### src/rtl/riscv_pkg.sv
// Shared fetch-side types and constants for the instruction fetch slice.
package riscv_pkg;

    localparam int XLEN = 32;
    localparam logic [XLEN-1:0] RESET_PC_DEFAULT = 32'h0000_0000;

    typedef struct packed {
        logic [XLEN-1:0] pc;
        logic [XLEN-1:0] instr;
    } fetch_entry_t;

    typedef enum logic {
        FETCH = 1'b0,
        DRAIN = 1'b1
    } fetch_state_t;

    function automatic logic [XLEN-1:0] align_word(input logic [XLEN-1:0] addr);
        return addr & ~XLEN'(3);
    endfunction

endpackage

### src/rtl/sync_fifo.sv
// Single-clock FIFO with flush and occupancy count; head word reads as zero when empty.
module sync_fifo #(
    parameter int WIDTH = 64,
    parameter int DEPTH = 4,
    localparam int AW = $clog2(DEPTH),
    localparam int CW = AW + 1
) (
    input  logic             clk,
    input  logic             reset,
    input  logic             flush,
    input  logic             push,
    input  logic [WIDTH-1:0] push_data,
    input  logic             pop,
    output logic [WIDTH-1:0] head_data,
    output logic [CW-1:0]    count,
    output logic             empty
);

    logic [WIDTH-1:0] mem [DEPTH];
    logic [AW-1:0]    wr_ptr;
    logic [AW-1:0]    rd_ptr;
    logic             full;
    logic             do_push;
    logic             do_pop;

    assign empty   = (count == '0);
    assign full    = (count == CW'(DEPTH));
    assign do_pop  = pop && !empty;
    // A pop frees the head slot this cycle, so push is accepted even when full.
    assign do_push = push && (!full || do_pop);

    always_ff @(posedge clk or posedge reset) begin
        if (reset) begin
            wr_ptr <= '0;
            rd_ptr <= '0;
            count  <= '0;
        end else if (flush) begin
            wr_ptr <= '0;
            rd_ptr <= '0;
            count  <= '0;
        end else begin
            if (do_push) wr_ptr <= wr_ptr + 1'b1;
            if (do_pop)  rd_ptr <= rd_ptr + 1'b1;
            count <= count + CW'(do_push) - CW'(do_pop);
        end
    end

    always_ff @(posedge clk) begin
        if (do_push && !flush) mem[wr_ptr] <= push_data;
    end

    assign head_data = empty ? '0 : mem[rd_ptr];

endmodule

### src/rtl/ifetch_unit.sv
// Instruction prefetcher: credit-limited in-order memory requests feeding a
// small FIFO, with redirect handling that drains responses of the old stream.
module ifetch_unit
    import riscv_pkg::*;
#(
    parameter int DATA_WIDTH = XLEN,
    parameter int FIFO_DEPTH = 4,
    parameter logic [DATA_WIDTH-1:0] RESET_PC = RESET_PC_DEFAULT
) (
    input  logic                  clk,
    input  logic                  reset,
    input  logic                  redirect_valid,
    input  logic [DATA_WIDTH-1:0] redirect_pc,
    output logic                  imem_req_valid,
    output logic [DATA_WIDTH-1:0] imem_req_addr,
    input  logic                  imem_req_ready,
    input  logic                  imem_rsp_valid,
    input  logic [DATA_WIDTH-1:0] imem_rsp_data,
    output logic                  instr_valid,
    output logic [DATA_WIDTH-1:0] instr,
    output logic [DATA_WIDTH-1:0] instr_pc,
    input  logic                  instr_ready
);

    localparam int CW = $clog2(FIFO_DEPTH) + 1;
    localparam logic [CW:0] CREDITS = (CW + 1)'(FIFO_DEPTH);

    fetch_state_t          state;
    fetch_state_t          state_nxt;
    logic [DATA_WIDTH-1:0] fetch_pc;
    logic [DATA_WIDTH-1:0] rsp_pc;
    logic [DATA_WIDTH-1:0] target_pc;
    logic [CW-1:0]         outstanding;
    logic [CW-1:0]         drop_cnt;
    logic [CW-1:0]         out_after_rsp;
    logic [CW-1:0]         drop_nxt;
    logic [CW-1:0]         fifo_count;
    logic                  fifo_empty;
    logic                  fifo_push;
    logic                  fifo_pop;
    logic                  req_xfer;
    fetch_entry_t          push_entry;
    fetch_entry_t          head_entry;

    assign target_pc     = align_word(redirect_pc);
    assign out_after_rsp = outstanding - CW'(imem_rsp_valid);
    assign drop_nxt      = drop_cnt - CW'(imem_rsp_valid);
    assign req_xfer      = imem_req_valid && imem_req_ready;
    assign fifo_pop      = instr_valid && instr_ready;
    assign imem_req_addr = fetch_pc;

    always_ff @(posedge clk or posedge reset) begin
        if (reset) state <= FETCH;
        else       state <= state_nxt;
    end

    always_comb begin
        state_nxt = state;
        case (state)
            FETCH: if (redirect_valid && out_after_rsp != '0) state_nxt = DRAIN;
            DRAIN: if (drop_nxt == '0) state_nxt = FETCH;
        endcase
    end

    // Credits count both buffered entries and in-flight requests so every
    // response is guaranteed a FIFO slot.
    always_comb begin
        imem_req_valid = 1'b0;
        fifo_push      = 1'b0;
        instr_valid    = 1'b0;
        if (state == FETCH && !reset) begin
            imem_req_valid = !redirect_valid &&
                             (({1'b0, fifo_count} + {1'b0, outstanding}) < CREDITS);
            fifo_push      = imem_rsp_valid;
            instr_valid    = !fifo_empty;
        end
    end

    always_ff @(posedge clk or posedge reset) begin
        if (reset) begin
            fetch_pc    <= RESET_PC;
            rsp_pc      <= RESET_PC;
            outstanding <= '0;
            drop_cnt    <= '0;
        end else begin
            outstanding <= outstanding + CW'(req_xfer) - CW'(imem_rsp_valid);
            if (redirect_valid) begin
                fetch_pc <= target_pc;
                rsp_pc   <= target_pc;
            end else begin
                if (req_xfer)  fetch_pc <= fetch_pc + DATA_WIDTH'(4);
                if (fifo_push) rsp_pc   <= rsp_pc + DATA_WIDTH'(4);
            end
            if (state == FETCH) drop_cnt <= redirect_valid ? out_after_rsp : '0;
            else                drop_cnt <= drop_nxt;
        end
    end

    assign push_entry.pc    = rsp_pc;
    assign push_entry.instr = imem_rsp_data;

    sync_fifo #(
        .WIDTH ($bits(fetch_entry_t)),
        .DEPTH (FIFO_DEPTH)
    ) u_fifo (
        .clk       (clk),
        .reset     (reset),
        .flush     (redirect_valid),
        .push      (fifo_push),
        .push_data (push_entry),
        .pop       (fifo_pop),
        .head_data (head_entry),
        .count     (fifo_count),
        .empty     (fifo_empty)
    );

    assign instr    = head_entry.instr;
    assign instr_pc = head_entry.pc;

    a_rsp_has_credit: assert property (@(posedge clk) disable iff (reset)
        imem_rsp_valid |-> (outstanding != '0));

endmodule

### config.mk
export PLATFORM = sky130hd
export DESIGN_NAME = ifetch_unit
export DESIGN_NICKNAME = d
export VERILOG_FILES = /design/src/rtl/riscv_pkg.sv /design/src/rtl/sync_fifo.sv /design/src/rtl/ifetch_unit.sv
export SDC_FILE = /design/constraint.sdc
export NUM_CORES = 1
export LEC_CHECK = 0
export ABC_AREA = 1
export BUFFER_PORTS_ARGS = -buffer_cell sky130_fd_sc_hd__buf_2
export CORE_MARGIN = 4
export CORE_UTILIZATION = 54
export CTS_CLUSTER_DIAMETER = 60
export DETAILED_ROUTE_END_ITERATION = 12
export MAX_ROUTING_LAYER = met4
export PLACE_DENSITY = 0.85
export SLEW_MARGIN = 20
export SYNTH_ARGS = -nofsm -noshare
export SYNTH_HDL_FRONTEND = slang
export SYNTH_HIERARCHICAL = 1
export SYNTH_SLANG_ARGS = --single-unit
### constraint.sdc
create_clock -name clk -period 4.7 [get_ports clk]
set_clock_uncertainty 0.2 [all_clocks]
set_input_delay 0.705 -clock clk [delete_from_list [all_inputs] [get_ports clk]]
set_output_delay 0.705 -clock clk [all_outputs]
set_load 0.02 [all_outputs]
# Yosys cells after proc, flatten, opt, wreduce, memory -nomap -nowiden

Memory sizes are Yosys's and may differ from the RTL's.
Cells that the tools add are included.

Eq/ne operators: 1
Add/sub/neg operators: 11
Reduce and logical (&&, ||, !) cells: 20
Order comparisons: 1
Bitwise gates (word level): 1
Mux-type cells: 20

Operators with widths:

| kind                                               | number |
|---|---|
| two-way mux 32 bit                                 | 4 |
| adder 32 x 3 -> 32 bit, second input constant      | 2 |
| two-way mux 64 bit                                 | 1 |
| subtractor 3 x 1 -> 3 bit                          | 4 |
| two-way mux 3 bit                                  | 3 |
| logical AND 1 bit                                  | 8 |
| two-way mux 2 bit                                  | 4 |
| nonzero test 2 bit                                 | 4 |
| two-way mux 1 bit                                  | 7 |
| adder 3 x 1 -> 3 bit                               | 2 |
| logical NOT 3 bit                                  | 2 |
| adder 2 x 1 -> 2 bit, second input constant        | 2 |
| adder 3 x 3 -> 4 bit                               | 1 |
| logical NOT 1 bit                                  | 4 |
| < comparator 4 x 3 -> 1 bit, second input constant | 1 |
| equality test 3 bit, second input constant         | 1 |
| nonzero test 3 bit                                 | 1 |
| one-hot mux 1 bit (2 select lines)                 | 1 |
| logical OR 1 bit                                   | 1 |
| inverter 1 bit                                     | 1 |

Word-level logic and storage cells: 63
Register bits: 78
Memories: 1
Output and inout port bits: 98
Bits in writable memories: 256
Bits of input ports: 70

Memory list:

| name       | words | width | rd ports | clocked after Yosys merged registers in | wr ports | RTL line        | source |
|---|---|---|---|---|---|---|---|
| u_fifo.mem | 4     | 64    | 1        | 0                                       | 1        | sync_fifo.sv:19 | `logic [WIDTH-1:0] mem [DEPTH];` |

# Logic depth before layout (Yosys ltp)

Gate-level depths: netlist of the first run.

Depth after elaboration: 10
Gate-level depth with buffers: 16
Depth with buffers taken out: 15

# Hierarchy

The synthesis of the first run kept the hierarchy.

By module, submodules not included:

| module      | cells an instance | area each (um2) | instances | sequential area each (um2) |
|---|---|---|---|---|
| sync_fifo   | 1012              | 11071.9         | 1         | 7862.5 |
| ifetch_unit | 751               | 4906.0          | 1         | 1676.6 |

# Worst setup path after synthesis of the first run

Ideal clock, no wire load.

Path type: input to register
Start point: input reset
End point: memory u_fifo.mem[0][0] (enable)
Cell stages on the path: 7
Buffers on the path: 0
Setup time: 0.487 ns
Path slack: -1.872 ns
Data required time: 4.013 ns
Data arrival time: 5.886 ns
Cells stage by stage: inv_1 nand2_1 nor3b_1 nor2_1 nand2_1 nand3_1 nor2_1

Longest elaborated chain between the ends: 10
Elaborated cells between the ends (all ways): 11
Classes of those cells: mux: 4; reduce/logical: 7

RTL lines:

| element                                 | RTL line          | source |
|---|---|---|
| from (decl)                             | ifetch_unit.sv:11 | `input logic reset,` |
| logical NOT 1 bit (no source line)      | n/a               |  |
| logical AND 1 bit                       | ifetch_unit.sv:71 | `if (state == FETCH && !reset) begin` |
| two-way mux 1 bit                       | ifetch_unit.sv:71 |  |
| logical AND 1 bit                       | ifetch_unit.sv:49 | `assign fifo_pop = instr_valid && instr_ready;` |
| net fifo_pop                            | ifetch_unit.sv:40 | `logic fifo_pop;` |
| logical AND 1 bit                       | sync_fifo.sv:28   | `assign do_pop = pop && !empty;` |
| logical OR 1 bit                        | sync_fifo.sv:30   | `assign do_push = push && (!full \|\| do_pop);` |
| logical AND 1 bit                       | sync_fifo.sv:30   |  |
| logical AND 1 bit                       | sync_fifo.sv:49   | `if (do_push && !flush) mem[wr_ptr] <= push_data;` |
| two-way mux 1 bit                       | sync_fifo.sv:49   |  |
| two-way mux 1 bit (implied by the code) | sync_fifo.sv:49   |  |
| to (decl)                               | sync_fifo.sv:19   |  |

The timed path passes the listed nets, and every way through them passes these cells.

# Worst setup path after layout of the first run

Start point: register u_fifo.rd_ptr[0]
End point: output instr_pc[13]

Longest elaborated chain between the ends: 2

RTL lines:

| element                  | RTL line          | source |
|---|---|---|
| from (decl)              | sync_fifo.sv:21   | `logic [AW-1:0] rd_ptr;` |
| from (signal assigned)   | sync_fifo.sv:43   | `if (do_pop) rd_ptr <= rd_ptr + 1'b1;` |
| memory read (4 x 64 bit) | n/a               |  |
| two-way mux 64 bit       | sync_fifo.sv:52   | `assign head_data = empty ? '0 : mem[rd_ptr];` |
| to (decl)                | ifetch_unit.sv:21 | `output logic [DATA_WIDTH-1:0] instr_pc,` |

Every way passes these cells.

==> results of run 1 <==
Yosys cell counts (3+ instances only):
| cell | n | area [um^2] |
|---|---|---|
| nand2_1 | 681 | 2560 |
| buf_4 | 6 | 45.0 |
| buf_6 | 19 | 214 |
| inv_2 | 5 | 18.8 |
| nor2_1 | 75 | 282 |
| nand2_2 | 4 | 25.0 |
| o211ai_1 | 9 | 67.6 |
| nand3_1 | 158 | 791 |
| inv_1 | 236 | 886 |
| edfxtp_1 | 256 | 7690 |
| dfrtp_1 | 74 | 1850 |
| ha_1 | 16 | 200 |
| nor2_4 | 7 | 78.8 |
| o21ai_0 | 22 | 110 |
| o21bai_1 | 4 | 30.0 |
| or2_2 | 3 | 18.8 |
| clkbuf_1 | 7 | 26.3 |
| buf_2 | 37 | 185 |
| xnor2_1 | 7 | 61.3 |
| nand4_1 | 17 | 106 |
| a21oi_1 | 74 | 370 |
| o21ai_1 | 3 | 15.0 |
| nand3b_1 | 9 | 67.6 |
| xor2_1 | 6 | 52.6 |
| nor2_2 | 9 | 56.3 |
stage by stage:
stage          utilization (%)  worst slack, ps
3_5_place_dp              58.9             1230
3_3_place_gp              58.9             1250
5_1_grt                   63.0              577
6_report                  63.0              774
4_1_cts                   63.0              743
2_1_floorplan                -              523
final cells by class:
| cell class | instances | area, um^2 |
|---|---|---|
| fill | 2246 | 10700 |
| clock buffer | 46 | 948 |
| sequential | 330 | 9540 |
| tap | 384 | 480 |
| inverter | 243 | 918 |
| multi-input combinational | 1129 | 5110 |
| timing repair buffer | 178 | 993 |
| clock inverter | 17 | 219 |
power breakdown:
group	switching, mW	internal, mW	total [mW]
Clock	1.06	1.70	2.76
Combinational	0.541	0.278	0.819
Sequential	0.183	3.31	3.50
flip-flops by register name, indices dropped and copies added (netlist names):
signal,flops
u_fifo/count,3
state,1
drop_cnt,3
u_fifo/wr_ptr,2
u_fifo/mem,256
u_fifo/rd_ptr,2
imem_req_addr,30
outstanding,3
rsp_pc,30
final timing paths:
kind	start	endpoint	slack, ps
worst max-delay path	u_fifo/rd_ptr[0]	instr_pc[13]	770
worst min-delay path	imem_rsp_data[24]	u_fifo/mem[0][24]	210
worst max register to register	u_fifo/count[1]	u_fifo/mem[3][7]	1770
worst min register to register	outstanding[0]	outstanding[0]	340
max in group asynchronous	reset	rsp_pc[15]	2840
min in group asynchronous	reset	u_fifo/rd_ptr[0]	510
kinds of logic after synthesis:
kind of cell | after synthesis | synth area share, %
xor+xnor | 13 | 0.713
simple gates | 970 | 25.4
other cells | 1 | 0.0235
fa+ha+maj | 18 | 1.50
flops | 330 | 59.7
buf+inv | 313 | 8.70
compound gates | 118 | 3.96
metal layers:
| layer | global-route usage [%] | up-vias | share of wire [%] |
|---|---|---|---|
| li1 | - | 5943 | - |
| met1 | 29.1 | 5712 | 42 |
| met2 | 36.6 | 522 | 48 |
| met3 | 3.17 | 87 | 7.5 |
| met4 | 7.65 | 0 | 2.9 |
| met5 | - | - | 0 |
timing repair:
item	4_1_cts	5_1_grt
setup endpoints to repair	0	0
hold buffers	1	0
hold endpoints to repair	7	0
resized for setup	0	0
==> impl_summary.md, run 1 <==
Synth
The mapped cell area is 16000 um^2. The portion of the post-synthesis area used by sequential elements is between 50% and 60%. Counting flops with an async set or reset pin after synthesis yields a share of 22.4%. The register bit count reported by yosys is 330. The synthesized instance count is ~1800. Yosys printed 6 warnings. The average footprint of a synthesized cell is slightly above 9 um^2. The number of enable flip-flop cells after synthesis is 256. The number of different library cells used by synthesis comes to 39. The commonest register cell after synthesis is edfxtp_1.

Setup path
Along the worst path, the maximum fanout reaches a little under 70. The most common cell type on the critical path is nand2_1. The critical path in this run is classified as flop to primary output.

The startpoint type of the worst setup path is a flop. The critical path data required time is between 3000 and 4000 ps. In this run the number of cells on the critical path is 7. On the critical path the largest part of the delay comes from buffers and inverters. The length in cells of the worst reg-to-reg path is 9. The delay contributed by the slowest stage of the critical path is just under 700 ps. The critical path goes through buf_4 -> buf_4 -> nand2_1 -> nand2_1 -> nand2_1 -> a21oi_1 -> buf_2.

The element type at the critical path end is a primary output. Among all stages on the critical path, the largest delay is contributed by buf_4. The buffers plus inverters on the worst setup path is 3. Data on the critical path arrives at its endpoint at roughly 3000 ps.

Placed design
In this run the cell area measured after placement is roughly 17000 um^2. In this run the tool buffered the top-level ports with ~160 buffer cells. After detailed placement, the design holds a cell count of 2263.

The global placer's final weighted congestion is approximately 0.9. The half-perimeter wire length after detailed placement is ~22000 um.

Global route
The pin count of the biggest net entering global routing is just under 90. The via count of the first global-routing pass is roughly 12000. The first global-routing pass estimated 58100 um of wire. The global route total overflow is 0. The initial antenna violation count is 0.

Global routing used ~22% of the available tracks.

Finish
The final cell count without fillers is 2327. At the end of the flow, the number of nets in the layout was about 2000. The commonest non-fill, non-tap cell in the layout is nand2_1. The total inserted antenna cells is 0.

In the layout the commonest cells are nand2_1 (681), edfxtp_1 (256), inv_1 (234). The final design instance area without fill is approximately 18000 um^2. From synthesis to final layout, the design area changed by 14.0%.

The share of cells above drive strength 1 is roughly 14%.

Power and ir drop
The total design power is a little over 7 mW. The power density relative to cell area is 389 nW/um^2. The largest voltage drop on the vdd net is between 0.0002 and 0.00025 V. The total leakage power is around 8.3 nW.

Min path
The number of instances on the worst hold path is 1. The path class of the tightest hold or removal check is input port to flop.

Drt
The pre-antenna-repair detailed-routing pass consisted of 5 iterations. The first routing iteration left approximately 890 violations. In this run the remaining antenna-violating nets after routing total 0. In the final routed layout, each cell accounts on average for 15.6 um. The number of DRC violations after detailed routing is 0. After detailed routing, the total wire length is roughly 36000 um. Using the TritonRoute via totals, the vias-per-cell ratio works out to 5.27. The routed via count is roughly 12000.

Job
The number of maximum-capacitance constraint violations is 0.

Clock tree
The clock network latency to the later pin of the worst-skew pair is between 500 and 600 ps. TritonCTS built the clock tree. Clock-pin slew was measured on the worst setup and hold paths at approximately 60 ps.

The count of H-tree levels built during CTS is 2. The post-CTS setup buffer count is 0. The root cell of the clock tree is clkbuf_16. The TritonCTS buffer count is 35. For this design, the sink count on the clock tree is 330. The maximum number of buffers from clock root to sink is 3.

STA
The transition time at the pin with the least slew margin is around 950 ps. The worst path needs roughly 4000 ps of the cycle, external delays included. The fmax is 255 MHz. The number of slew-limit violations in the final report came to 0. Setup violations remaining at the end of the flow were counted as 0. Setup repair after global routing left no endpoint under its margin.

Hold is met by about 210 ps. The headroom to the max-slew limit is between 30% and 40%. In the finished design, the share of the clock period the worst path needs comes to between 80% and 90%. After routing, the total negative slack on setup checks comes to 0 ps. The hold violation count in the final report was 0.

Floorplan
The initial utilization of the core area, before any placement, comes to a little under three fifths. The number of top-level pins is 168. Measured along the y axis, the die boundary spans around 180 um.

The row count is between 60 and 70. Measured along the x axis, the die boundary spans 180 um. The die area is approximately 32000 um^2.

The core box area is 28900 um^2.

Run status
The flow ran to the end, and the final reports show no timing, DRC or antenna violations.
(Power assumes the default switching activity.)
==> inputs of run 2 (changes only) <==
Settings changed: CORE_UTILIZATION 54 to 59, PLACE_DENSITY 0.85 to 0.88.
Clock period 4.7 ns to 4.05 ns, I/O delays scaled along.
==> impl_summary.md, run 2 (synthesis gave the netlist of run 1 again) <==
Run status
Run status: finished clean (unchanged).

Power and ir drop
The internal power consumption is 6.08 mW (was 5.29 mW). The switching fraction of total power is 25.9% (was 25.2%). The power density relative to cell area is 451 nW/um^2 (was 389 nW/um^2). The proportion of power drawn by the clock network is 38.8% (was 39.0%). The total net switching power is 2.13 mW (was 1.79 mW).

The portion of total power attributed to sequential cells was 49.5% (was 49.4%). The relative contribution of combinational cells to total power came to 11.7% (was 11.6%). The total leakage power is 8.29 nW (about the same). The largest voltage drop on the vdd net is 0.000274 V (was 0.000219 V).

Setup path
The startpoint type of the worst setup path is a flop (unchanged). Cell-by-cell trace of the critical path: inv_4 -> buf_12 -> nand2_1 -> nand2_1 -> nand2_1 -> a21oi_1 -> buf_2 (was buf_4 -> buf_4 -> nand2_1 -> nand2_1 -> nand2_1 -> a21oi_1 -> buf_2). The reg2reg setup slack is 1140 ps (was 1770 ps). The maximum fanout along the worst path was 58 (was 68). The capturing element of the worst setup path is instr[5] (was instr_pc[13]).

The element type at the critical path end is a primary output (unchanged). The worst setup path startpoint is u_fifo/rd_ptr[0] (unchanged). The critical path data required time is 3240 ps (was 3800 ps). The delay contributed by the slowest stage of the critical path is 590 ps (was 690 ps).

The most common cell type on the critical path is nand2_1 (unchanged). The capture point of the worst reg-to-reg path is u_fifo/mem[0][39] (was u_fifo/mem[3][7]). The length in cells of the worst reg-to-reg path is 9 (unchanged). The category of the critical setup timing path is flop to primary output (unchanged). The arrival time at the worst endpoint was 2630 ps (was 3020 ps). The cell with the biggest individual delay on the critical path is dfrtp_4 (was buf_4). The launch instance of the worst register-to-register path is u_fifo/count[1] (unchanged).

Global route
The pin count of the biggest net entering global routing was 71 (was 89). The overall routing resource usage came to 25.4% (was 22.4%). The initial antenna violation count is 0 (unchanged).

The global route total overflow is 0 (unchanged). The global-route wire length before repair is 60500 um (was 58100 um). The via count of the first global-routing pass came to 12334 (was 12073).

Floorplan
The number of top-level pins is 168 (unchanged). The row count came to 59 (was 62). The die span in y is 173 um (was 180 um). The horizontal die dimension is 173 um (was 180 um). The core box area came to 26400 um^2 (was 28900 um^2).

The die area is 29800 um^2 (was 32400 um^2). The initial core utilization was 60.6% (was 55.2%).

STA
The hold violation count in the final report came to 0 (unchanged). The setup total negative slack was 0 ps (unchanged). The minimum period implied by the final worst setup slack is about 3400 ps. RSZ-0062 raised after global routing: false (unchanged). The worst hold margin was 96.3 ps (was 208 ps). The fmax is 291 MHz. The number of endpoints failing setup at the final stage is 0 (unchanged).

The number of slew-limit violations in the final report was 0 (unchanged). The post-route fraction of the period consumed by the critical path is approximately 85%. The transition time at the pin with the least slew margin came to 880 ps (was 949 ps). The headroom to the max-slew limit is 41.3% (was 36.8%).

Clock tree
The TritonCTS buffer count is 34 (was 35). The clock network latency to the later pin of the worst-skew pair is 510 ps (was 520 ps). The TritonCTS clock tree is built (unchanged). The clock-pin slew of the registers on the worst-case setup and hold paths came to 60 ps (about the same).

The post-CTS setup buffer count is 0 (unchanged). The clock sink total was 330 (unchanged). The count of H-tree levels built during CTS is 2 (unchanged). The maximum number of buffers from clock root to sink is 3 (unchanged).

The root cell of the clock tree is clkbuf_16 (unchanged).

Finish
The flip-flop count of the largest register, all copies and words added is 256 (unchanged). The commonest non-fill, non-tap cell in the layout is nand2_1 (unchanged). The utilization after layout came to 69.0% (was 63.0%). Highest-count cells in the layout ignoring fill and taps: nand2_1 (681), edfxtp_1 (256), inv_1 (234) (unchanged). The top register by number of flip-flops is u_fifo/mem (unchanged). The final cell count without fillers came to 2281 (was 2327). The post-layout net count is 2007 (was 2005).

The share of cells above drive strength 1 is 14.0% (was 13.8%). The layout overhead on the synthesized area was 13.8% (was 14.0%).

Drt
The number of routed nets with antenna violations is 0 (unchanged). The routed via count is 12397 (was 12264). The violation count after the first detailed-route iteration is 1111 (was 887). The wire length reported by the detailed router is 37600 um (was 36400 um).

The number of DRC violations after detailed routing is 0 (unchanged). The mean routed wirelength per cell is 16.5 um (was 15.6 um). The number of iterations in the first detailed-routing pass was 5 (unchanged).

The routed via count divided by cell count was 5.43 (was 5.27).

Placed design
The number of port buffers is 163 (unchanged). The placed instance count is 2217 (was 2263). The half-perimeter wire length after detailed placement came to 23400 um (was 22300 um). The global placer's final weighted congestion came to 0.908 (was 0.897).

Job
The number of maximum-capacitance constraint violations was 0 (unchanged).

Min path
The type of the tightest min-delay check was input port to flop (unchanged).
## run 2: layout make-up
cell class	instances	area [um^2]
Clock inverter	22	254
Fill cell	1857	8180
Clock buffer	40	895
Multi-Input combinational cell	1129	5120
Tap cell	335	419
Antenna cell	1	2.50
Inverter	243	918
Sequential cell	330	9540
Timing Repair Buffer	181	1030
## run 2: worst min-delay path by stage
stage	slack (ps)	end	cells after the start	from
2_1_floorplan	210	u_fifo/count[0]	1	reset
3_3_place_gp	330	outstanding[0]	1	outstanding[0]
3_5_place_dp	350	outstanding[0]	1	outstanding[0]
4_1_cts	80	u_fifo/mem[0][23]	1	imem_rsp_data[23]
5_1_grt	80	u_fifo/mem[0][25]	1	imem_rsp_data[25]
6_report	100	u_fifo/mem[0][23]	1	imem_rsp_data[23]
## run 2: critical path: cells and delay by family, from the launching register on
kind | cells | cell delay [ps]
flops | 1 | 590
simple gates | 3 | 220
compound gates | 1 | 250
buf+inv | 3 | 1040
## run 2: metrics by stage
stage	power, mW	area (um^2)	setup slack (ps)
6_report	8.21	18200	612
5_1_grt	8.52	18200	453
4_1_cts	8.24	18200	606
3_5_place_dp	5.07	17000	911
3_3_place_gp	5.02	17000	975
2_1_floorplan	4.72	16100	38.0
## run 2: power by group through the flow
stage,Combinational [mW],Clock (mW),Sequential [mW]
global route,1.07,3.37,4.08
CTS,0.960,3.22,4.06
finish,0.956,3.19,4.06
global placement,0.910,0,4.11
detailed placement,0.950,0,4.12
floorplan,0.623,0,4.10
## run 2: repair_timing
item	4_1_cts	5_1_grt
endpoints found under the hold margin	7	0
hold buffers	1	0
endpoints found under the setup margin	0	0
resized for setup	0	0
## run 2: metal layers
layer / vias to the layer above / track usage [%] / wire (um) / part of all wire (%)
met3: 68 / 4.34 / 3100 / 8.2
met1: 5806 / 32.4 / 15300 / 41
met2: 565 / 42.5 / 18500 / 49
met5: - / - / 0 / 0
met4: 0 / 7.58 / 769 / 2.0
li1: 5958 / - / - / -
